--- config.mk ---
export PLATFORM = sky130hd
export DESIGN_NAME = ifetch
export DESIGN_NICKNAME = d
export VERILOG_FILES = /design/src/rtl/ifetch.sv
export SDC_FILE = /design/constraint.sdc
export NUM_CORES = 1
export LEC_CHECK = 0
export ABC_CLOCK_PERIOD_IN_PS = 4870
export BUFFER_PORTS_ARGS = -buffer_cell sky130_fd_sc_hd__clkbuf_2
export CAP_MARGIN = 15
export CORE_MARGIN = 2
export CORE_UTILIZATION = 45
export DETAILED_ROUTE_END_ITERATION = 7
export MAX_ROUTING_LAYER = met4
export PLACE_DENSITY_LB_ADDON = 0.2
export SYNTH_ARGS = -nofsm -noshare
export SYNTH_HDL_FRONTEND = slang
export SYNTH_SLANG_ARGS = --single-unit
--- constraint.sdc ---
create_clock -name clk -period 4.87 [get_ports clk]
set_input_delay 0.7305 -clock clk [delete_from_list [all_inputs] [get_ports clk]]
set_output_delay 0.7305 -clock clk [all_outputs]
set_load 0.02 [all_outputs]
--- src/rtl/ifetch.sv ---
// ifetch: halfword instruction fetch queue with a single-outstanding word fetch port.
// Holds up to four {ins, pc} halfwords; redirects flush the queue and drop one in-flight response.
module ifetch #(
    parameter int RV = 32,
    parameter logic [RV-1:0] RESET_PC = '0
) (
    input  logic          clk,
    input  logic          reset,
    output logic          ireq,
    output logic [RV-1:0] iaddr,
    input  logic          iack,
    input  logic [31:0]   idata,
    input  logic          ierr,
    input  logic          ins_ready,
    output logic [15:0]   ins,
    output logic [RV-1:0] ins_pc,
    output logic          idone,
    input  logic          redirect,
    input  logic [RV-1:0] redirect_pc
);
    logic [15:0]   ins_q [4];
    logic [RV-1:0] pc_q  [4];
    logic [1:0]    head;
    logic [2:0]    count;
    logic [RV-1:0] fetch_pc;
    logic          discard;
    logic          accept, fill, busy, issue;
    logic [2:0]    n, cnt_nxt;
    logic [RV-1:0] fpc_word, fpc_nxt;
    logic [15:0]   lo, hi;
    logic [1:0]    tail;

    assign ins    = ins_q[head];
    assign ins_pc = pc_q[head];
    assign idone  = (count != 3'd0) & ins_ready & !redirect;

    always_comb begin
        accept   = ireq & iack;
        fill     = accept & !discard & !redirect;
        busy     = ireq & !iack;
        fpc_word = fetch_pc & ~RV'(3);
        n        = fill ? (fetch_pc[1] ? 3'd1 : 3'd2) : 3'd0;
        cnt_nxt  = redirect ? 3'd0 : count + n - {2'b00, idone};
        fpc_nxt  = redirect ? (redirect_pc & ~RV'(1))
                 : (accept & !discard) ? fpc_word + RV'(4) : fetch_pc;
        // The room check uses post-edge occupancy so a refill can never overrun the queue.
        issue    = !busy & !redirect & (cnt_nxt <= 3'd2);
        lo       = ierr ? 16'h0000 : idata[15:0];
        hi       = ierr ? 16'h0000 : idata[31:16];
        tail     = head + count[1:0];
    end

    always_ff @(posedge clk or negedge reset) begin
        if (!reset) begin
            ireq     <= 1'b0;
            iaddr    <= '0;
            count    <= 3'd0;
            head     <= 2'd0;
            discard  <= 1'b0;
            fetch_pc <= RESET_PC & ~RV'(1);
        end else begin
            ireq     <= busy | issue;
            iaddr    <= issue ? (fpc_nxt & ~RV'(3)) : iaddr;
            count    <= cnt_nxt;
            head     <= head + {1'b0, idone};
            fetch_pc <= fpc_nxt;
            discard  <= redirect ? busy : discard & !accept;
        end
    end

    always_ff @(posedge clk) begin
        if (fill && fetch_pc[1]) begin
            ins_q[tail] <= hi;
            pc_q[tail]  <= fpc_word + RV'(2);
        end else if (fill) begin
            ins_q[tail]         <= lo;
            pc_q[tail]          <= fpc_word;
            ins_q[tail + 2'd1]  <= hi;
            pc_q[tail + 2'd1]   <= fpc_word + RV'(2);
        end
    end
endmodule

Word-level counts from Yosys, hierarchy flattened

Memory sizes are Yosys's and may differ from the RTL's.
Index checks and enable logic that the tools add are counted.

Register bits: 69
Bits in writable memories: 192
Output and inout port bits: 82
Memories kept: 2

Memories:

| memory | words | bits a word | rd ports | clocked after Yosys merged registers in | wr ports | RTL line | source |
|---|---|---|---|---|---|---|---|
| pc_q   | 4     | 32          | 1        | 0                                       | 2        | 22       | `logic [RV-1:0] pc_q [4];` |
| ins_q  | 4     | 16          | 1        | 0                                       | 2        | 21       | `logic [15:0] ins_q [4];` |

$add $sub $neg: 7
$lt $le $gt $ge: 1
Mux-type cells: 15
Bitwise logic cells: 12
Reduce and logical (&&, ||, !) cells: 8

Operators by type and width:

| operator                | count |
|---|---|
| $mux W32                | 3 |
| $mux W16                | 3 |
| $add A32 B2 Y32 const B | 1 |
| $add A32 B3 Y32 const B | 1 |
| $and A1 B1 Y1           | 9 |
| $mux W1                 | 6 |
| $logic_not A1 Y1        | 5 |
| $mux W2                 | 2 |
| $add A3 B2 Y3           | 1 |
| $le A3 B2 Y1 const B    | 1 |
| $mux W3                 | 1 |
| $or A1 B1 Y1            | 3 |
| $reduce_bool A3 Y1      | 1 |
| $sub A3 B1 Y3           | 1 |
| $add A2 B1 Y2           | 1 |
| $add A2 B1 Y2 const B   | 1 |
| $add A2 B2 Y2           | 1 |
| $reduce_bool A2 Y1      | 1 |
| $logic_and A1 B1 Y1     | 1 |

Depth between registers and ports, before layout

Gate-level depths: netlist (run 1).

Depth after elaboration: 10
Depth in mapped cells: 13
Depth with buffers taken out: 10

Least setup slack after synthesis (run 1)

Ideal clock, no wire load.

Path type: input-to-reg
Start point: in redirect
End point: reg iaddr[12]
Library setup time: 0.125 ns
Arrival time: 3.651 ns
Slack: 1.094 ns
Stages on the path: 12
Path buffers: 3
Cell sequence: clkbuf_1 clkinv_1 o311a_1 xnor2_1 ha_1 inv_1 fa_1 nand2b_1 and4_1 clkbuf_1 clkbuf_1 mux2_2

RTL lines:

| item                 | RTL line | source |
|---|---|---|
| from (decl)          | 18       | `input logic redirect,` |
| $logic_not A1 Y1     | 35       | `assign idone = (count != 3'd0) & ins_ready & !redirect;` |
| $and A1 B1 Y1        | 35       |  |
| named net idone      | 17       | `output logic idone,` |
| $sub A3 B1 Y3        | 43       | `cnt_nxt = redirect ? 3'd0 : count + n - {2'b00, idone};` |
| $mux W3              | 43       |  |
| $le A3 B2 Y1         | 47       | `issue = !busy & !redirect & (cnt_nxt <= 3'd2);` |
| $and A1 B1 Y1        | 47       |  |
| to (signal assigned) | 63       | `iaddr <= issue ? (fpc_nxt & ~RV'(3)) : iaddr;` |
| to (decl)            | 10       | `output logic [RV-1:0] iaddr,` |

The timed path passes the listed nets, and every way through them passes these cells.
A chain may end at the register's enable or synchronous reset.

Worst setup path after layout (run 1)

Start point: reg ireq
End point: reg iaddr[26]

Longest elaborated chain between the ends: 9

Ends and longest elaborated chain:

| item                   | RTL line | source |
|---|---|---|
| from (decl)            | 9        | `output logic ireq,` |
| from (signal assigned) | 62       | `ireq <= busy \| issue;` |
| $and A1 B1 Y1          | 38       | `accept = ireq & iack;` |
| $and A1 B1 Y1          | 39, 45   |  |
| $and A1 B1 Y1          | 39       | `fill = accept & !discard & !redirect;` |
| $mux W2                | 42       | `n = fill ? (fetch_pc[1] ? 3'd1 : 3'd2) : 3'd0;` |
| $add A3 B2 Y3          | 43       |  |
| $sub A3 B1 Y3          | 43       |  |
| $mux W3                | 43       |  |
| $le A3 B2 Y1           | 47       |  |
| $and A1 B1 Y1          | 47       |  |

Parallel ways exist; a longest one is shown, timed or not. The select of a mux whose other input is x is not followed.

==> impl_metrics.json, run 1 <==
{
  "ys_async_sr_fraction_pct": 26.6,
  "clockBufferDepth": 3,
  "finalHoldViolCount": 0,
  "maxSlewViolCount": 0,
  "power_leakage_uw": 0.00532,
  "run_status": "completed",
  "setup_viol": 0,
  "clkPwrFrac_pct": 27.0,
  "fin_crit_sh_pct": 77.4,
  "setup_ws_ns": 1.10,
  "finalNetCount": 1100,
  "port_buffers": 147,
  "postLayoutCoreUtil_pct": 53.7,
  "core_region_area_um2": 26200,
  "core.rowCount": 59,
  "io_pins": 152,
  "fillers": 2216,
  "cts_tree": "yes",
  "vias_per_cell": 5.45,
  "p_sw_uw": 2680,
  "stdcell_count": 1382,
  "path_class": "flop to flop",
  "grt_max_degree": 76,
  "hold_buffers": 0,
  "grt_pass1_vias": 7422,
  "reg2reg_depth": 11,
  "cp.required_ns": 5.31,
  "ys_seq_area_share_pct": 60.5,
  "crit_arrival_ns": 4.21,
  "powerDensity_nw_per_um2": 552,
  "synth_top_area_share_pct": 45.8,
  "grt_pass1_wl_mm": 42.2,
  "place_inst": 1330,
  "drc": 0,
  "p_total_uw": 7770,
  "crit_path_max_fanout": 26,
  "layout-area-overhead-vs-synth_pct": 16.6,
  "cap_violations": 0,
  "netlist_top_cells_count": "edfxtp_1 (184), and2_1 (110), nor2_1 (110), dfrtp_1 (68), mux2i_1 (66)",
  "crit_path_cell_trace": "nor4bb_1, nand2_1, xnor2_1, ha_1, inv_1, fa_1, nand2b_1, and4_1, buf_12, nor2_1, a31oi_1",
  "critPathSlowestCell": "and4_1",
  "synth_cells": 897,
  "slew_headroom_pct": 29.2,
  "clock-sinks": 256,
  "dieArea_um2": 28200,
  "postRouteWirelength_mm": 27.1,
  "grt_overflow": 0,
  "setup_tns_ns": 0,
  "vias": 7526,
  "drtIter0Drc": 674,
  "synth-seq-cells": 256,
  "antenna_left": 0,
  "grt.total_usage_pct": 19.8,
  "clk_latency_ns": 0.53,
  "reg2reg_slack_ns": 1.10,
  "fin_crit_ns": 3.77,
  "timing.rr.end": "iaddr[26]",
  "synth_warnings": 0,
  "die_h_um": 168,
  "tightest_slew_ns": 1.06,
  "die_x_um": 168,
  "cp-start-kind": "flop",
  "globalplace.congestion": 0.800,
  "fin_skew_ns": 0.0117,
  "ys_types": 51,
  "yosysTopAreaCell": "edfxtp_1",
  "antenna-diode-count": 0,
  "start_util_pct": 46.1,
  "rsz0062_at_grt": "no",
  "place_hpwl_mm": 16.7,
  "vdd_drop_max_mv": 0.364,
  "root_buffer": "clkbuf_16",
  "p_int_uw": 5090,
  "seq_area_um2": 7310,
  "htreeDepth": 1,
  "netSwitchingFraction_pct": 34.5,
  "cpPeakStageDelay_ns": 0.77,
  "synth_edf_count": 184,
  "post_cts_resized": 0,
  "antenna_found_initial": 0,
  "cts_buffers": 28,
  "synth_area_um2": 12100,
  "multiInputGateArea_um2": 4480,
  "post_cts_buffers": 0,
  "synth_area_per_cell_um2": 13.5,
  "max_freq_ghz": 0.265,
  "seq_power_share_pct": 38.0,
  "crit-reg2reg-launch": "ireq",
  "wl_per_cell_um": 19.6,
  "ys.flop_type": "edfxtp_1",
  "first_pass_iters": 5,
  "synth_most_common_cell": "edfxtp_1",
  "drive_gt1_share_pct": 26.1,
  "worstSetupEndpointType": "flop",
  "p_comb_share_pct": 35.0,
  "hp-class": "primary input to asynchronous set/reset pin",
  "post-place-ws_ns": 0.665,
  "path_clk_slew_ns": 0.06,
  "yosys-top-cells-area": "edfxtp_1 (46%), dfrtp_1 (14%), mux4_2 (8.8%), and2_1 (5.7%), mux2i_1 (5.5%)"
}
[area by class of cell]
class,count,share of cell area [%]
sequential,256,51.9
multi-input combinational,567,31.8
timing repair buffer,165,6.54
clock buffer,41,5.62
tap,335,2.98
clock inverter,11,0.898
inverter,7,0.187
[registers in the layout, indices dropped and copies added, names as in the netlist]
signal	cells
discard	1
fetch_pc	31
head	2
ireq	1
iaddr	30
pc_q	124
count	3
ins_q	64
[per-stage QoR]
stage | hold slack [ns] | instance area, um2
6_report | 0.210 | 14100
5_1_grt | 0.241 | 14100
3_3_place_gp | 0.442 | 13200
4_1_cts | 0.205 | 14100
2_1_floorplan | 0.431 | 12100
3_5_place_dp | 0.446 | 13200
[layout by cell type, fill, tap and decap left out, drive strengths merged, types with 3 or more instances in the layout]
| master | count |
|---|---|
| xor2 | 4 |
| a31oi | 36 |
| bufinv | 3 |
| mux2 | 10 |
| clkbuf | 187 |
| dfrtp | 68 |
| ha | 4 |
| a21oi | 4 |
| nor3 | 14 |
| nand3 | 10 |
| mux4 | 47 |
| dfxtp | 4 |
| mux2i | 66 |
| buf | 19 |
| and2 | 110 |
| and4 | 4 |
| conb | 3 |
| nor2 | 110 |
| xnor2 | 9 |
| edfxtp | 184 |
| o31ai | 10 |
| or3 | 6 |
| nand2 | 31 |
| o41ai | 5 |
| inv | 6 |
| nor4 | 5 |
| nand2b | 3 |
| nor2b | 3 |
| and3 | 3 |
| or4 | 14 |
| nand4 | 13 |
| o21ai | 23 |
| clkinv | 9 |
[power by group through the flow]
stage / Sequential (uW) / Combinational, uW / Clock, uW
final: 2950 / 2720 / 2100
after global routing: 2990 / 2920 / 2230
after CTS: 2950 / 2760 / 2140
after detailed placement: 2990 / 2760 / 0
after global placement: 2990 / 2730 / 0
after floorplan: 3060 / 1810 / 0
[how the worst max path moves through the flow]
stage	depth (start not counted)	slack, ns	endpoint	startpoint
global route	11	0.82	iaddr[26]	ireq
global placement	10	0.77	iaddr[13]	redirect
finish	11	1.10	iaddr[26]	ireq
floorplan	12	1.09	iaddr[12]	redirect
detailed placement	12	0.66	iaddr[26]	redirect
CTS	11	1.13	iaddr[26]	ireq
[worst max-delay path, delay by kind of cell (launching register included)]
kind                     cells  cell delay [ns]
buffers and inverters        2             0.30
XOR/XNOR                     1             0.18
adder cells (fa/ha/maj)      2             0.66
AO/OA/AOI/OAI                1             0.16
flip-flops                   1             0.54
AND/OR/NAND/NOR              5             1.80
[routing by layer]
metal	share of wire (%)	wire, um	track usage [%]	vias to the layer above
li1	-	-	-	3607
met1	46	12400	27.3	3703
met2	48	13100	32.1	189
met3	4.2	1130	2.42	27
met4	1.5	410	3.93	0
met5	0	0	-	-
[kinds of logic (layout without fill, tap and decap cells)]
kind of cell | Yosys count | after routing | share of synthesized area (%)
muxes | 123 | 123 | 15.2
DFF | 256 | 256 | 60.5
xor gates and xnor gates | 16 | 16 | 1.52
and+or+nand+nor | 334 | 334 | 14.6
buffers and inverters | 76 | 224 | 2.65
adders and majority gates | 5 | 5 | 0.580
other | 1 | 3 | 0.0311
AOI/OAI and AO/OA | 86 | 86 | 4.94
Power figures use the tool's default switching activity.
==> run 2, diff against run 1 <==
Settings changed: ABC_CLOCK_PERIOD_IN_PS 4870 to 3400.
Clock period 4.87 ns to 3.4 ns, I/O delays scaled along.
==> impl_metrics.json, run 2 (synthesis results as in run 1) <==
{
  "fin_skew_ns": 0.00958,
  "place_area_um2": 13200,
  "regMostFlops": "pc_q",
  "postLayoutCoreUtil_pct": 54.0,
  "stdcell_count": 1394,
  "final_common_cell": "edfxtp_1",
  "max_freq_ghz": 0.323,
  "htreeDepth": 1,
  "antenna-diode-count": 0,
  "cap_violations": 0,
  "crit_path_max_fanout": 49,
  "post_cts_buffers": 0,
  "vias": 7633,
  "crit_path_cell_trace": "buf_4, mux4_2, clkbuf_2",
  "port_buffers": 147,
  "postRouteWirelength_mm": 27.0,
  "power_leakage_uw": 0.00539,
  "post_cts_resized": 0,
  "wl_per_cell_um": 19.4,
  "finalHoldViolCount": 0,
  "stdcell_area_um2": 14200,
  "p_total_uw": 11100,
  "io_pins": 152,
  "grt_overflow": 0,
  "dieArea_um2": 28200,
  "vias_per_cell": 5.48,
  "layout_common_cells": "edfxtp_1 (184), clkbuf_2 (146), and2_1 (110)",
  "grt_pass1_vias": 7638,
  "crit_arrival_ns": 2.58,
  "critPathSlowestCell": "buf_4",
  "core.rowCount": 59,
  "die_h_um": 168,
  "cp.required_ns": 2.89,
  "antenna_left": 0,
  "maxSlewViolCount": 0,
  "hold_buffers": 0,
  "worstSetupEndpointType": "output port",
  "place_hpwl_mm": 17.0,
  "hp-class": "primary input to flop",
  "reg2reg_depth": 12,
  "setup_tns_ns": 0,
  "start_util_pct": 46.1,
  "core_region_area_um2": 26200,
  "path_class": "flop to output port",
  "finalNetCount": 1112,
  "antenna_found_initial": 0,
  "clock-sinks": 256,
  "fillers": 2176,
  "grt_max_degree": 65,
  "run_status": "completed",
  "cp-start-kind": "flop",
  "cpPeakStageDelay_ns": 0.81,
  "tightest_slew_ns": 1.05,
  "drtIter0Drc": 496,
  "rsz0062_at_grt": "no",
  "clockBufferDepth": 3,
  "vdd_drop_max_mv": 0.557,
  "largest_register_ffs": 124,
  "setup_viol": 0,
  "cts_tree": "yes",
  "grt_pass1_wl_mm": 42.5,
  "place_inst": 1340,
  "clk_latency_ns": 0.53,
  "powerDensity_nw_per_um2": 782,
  "grt.total_usage_pct": 19.9,
  "root_buffer": "clkbuf_16",
  "drive_gt1_share_pct": 27.5,
  "globalplace.congestion": 0.820,
  "layout-area-overhead-vs-synth_pct": 17.3,
  "slew_headroom_pct": 30.1,
  "cts_buffers": 28,
  "top_regs": "pc_q: 124 flops, ins_q: 64 flops, fetch_pc: 31 flops",
  "die_x_um": 168,
  "fin_crit_sh_pct": 91.0,
  "drc": 0,
  "whs_path_depth": 3,
  "path_clk_slew_ns": 0.06,
  "fin_crit_ns": 3.09,
  "first_pass_iters": 5
}
-- run 2: worst max-delay path: cells and delay by family (launching register included) --
kind     cells  cell delay [ns]
mux          1             0.65
flops        1             0.40
buf+inv      2             0.99
-- run 2: path summary, 6_finish.rpt --
check / startpoint / endpoint / slack [ns]
min: redirect_pc[5] / fetch_pc[5] / 0.19
max reg2reg: ireq / iaddr[15] / 0.33
min reg2reg: pc_q[1][1] / pc_q[1][1] / 0.47
max: head[0] / ins_pc[21] / 0.31
min in group asynchronous: reset / iaddr[18] / 0.46
max in group asynchronous: reset / iaddr[6] / 2.36
-- run 2: per-layer routing --
metal	vias up	routed length, um	GRT usage, %
li1	3653	-	-
met1	3733	12300	27.1
met2	209	13100	32.3
met3	38	1190	2.44
met4	0	465	4.54
met5	-	0	-
-- run 2: final cells by class --
class	count	area (um2)	area share (%)
inverter	7	26.3	0.186
clock buffer	39	846	5.97
sequential	256	7310	51.6
multi-input combinational	567	4480	31.7
timing repair buffer	177	1010	7.16
tap	335	419	2.96
clock inverter	13	62.6	0.442
-- run 2: power breakdown --
group          switching [uW]  total, uW  internal [uW]
registers                 305       4230           3920
logic                    2350       3920           1570
clock network            1200       2930           1730
-- run 2: metrics by stage --
| step | hold WS, ns | worst slack (ns) |
|---|---|---|
| after detailed placement | 0.452 | 0.104 |
| after floorplan | 0.214 | 0.00753 |
| after CTS | 0.172 | 0.198 |
| final | 0.193 | 0.305 |
| after global placement | 0.448 | 0.248 |
| after global routing | 0.205 | 0.0537 |
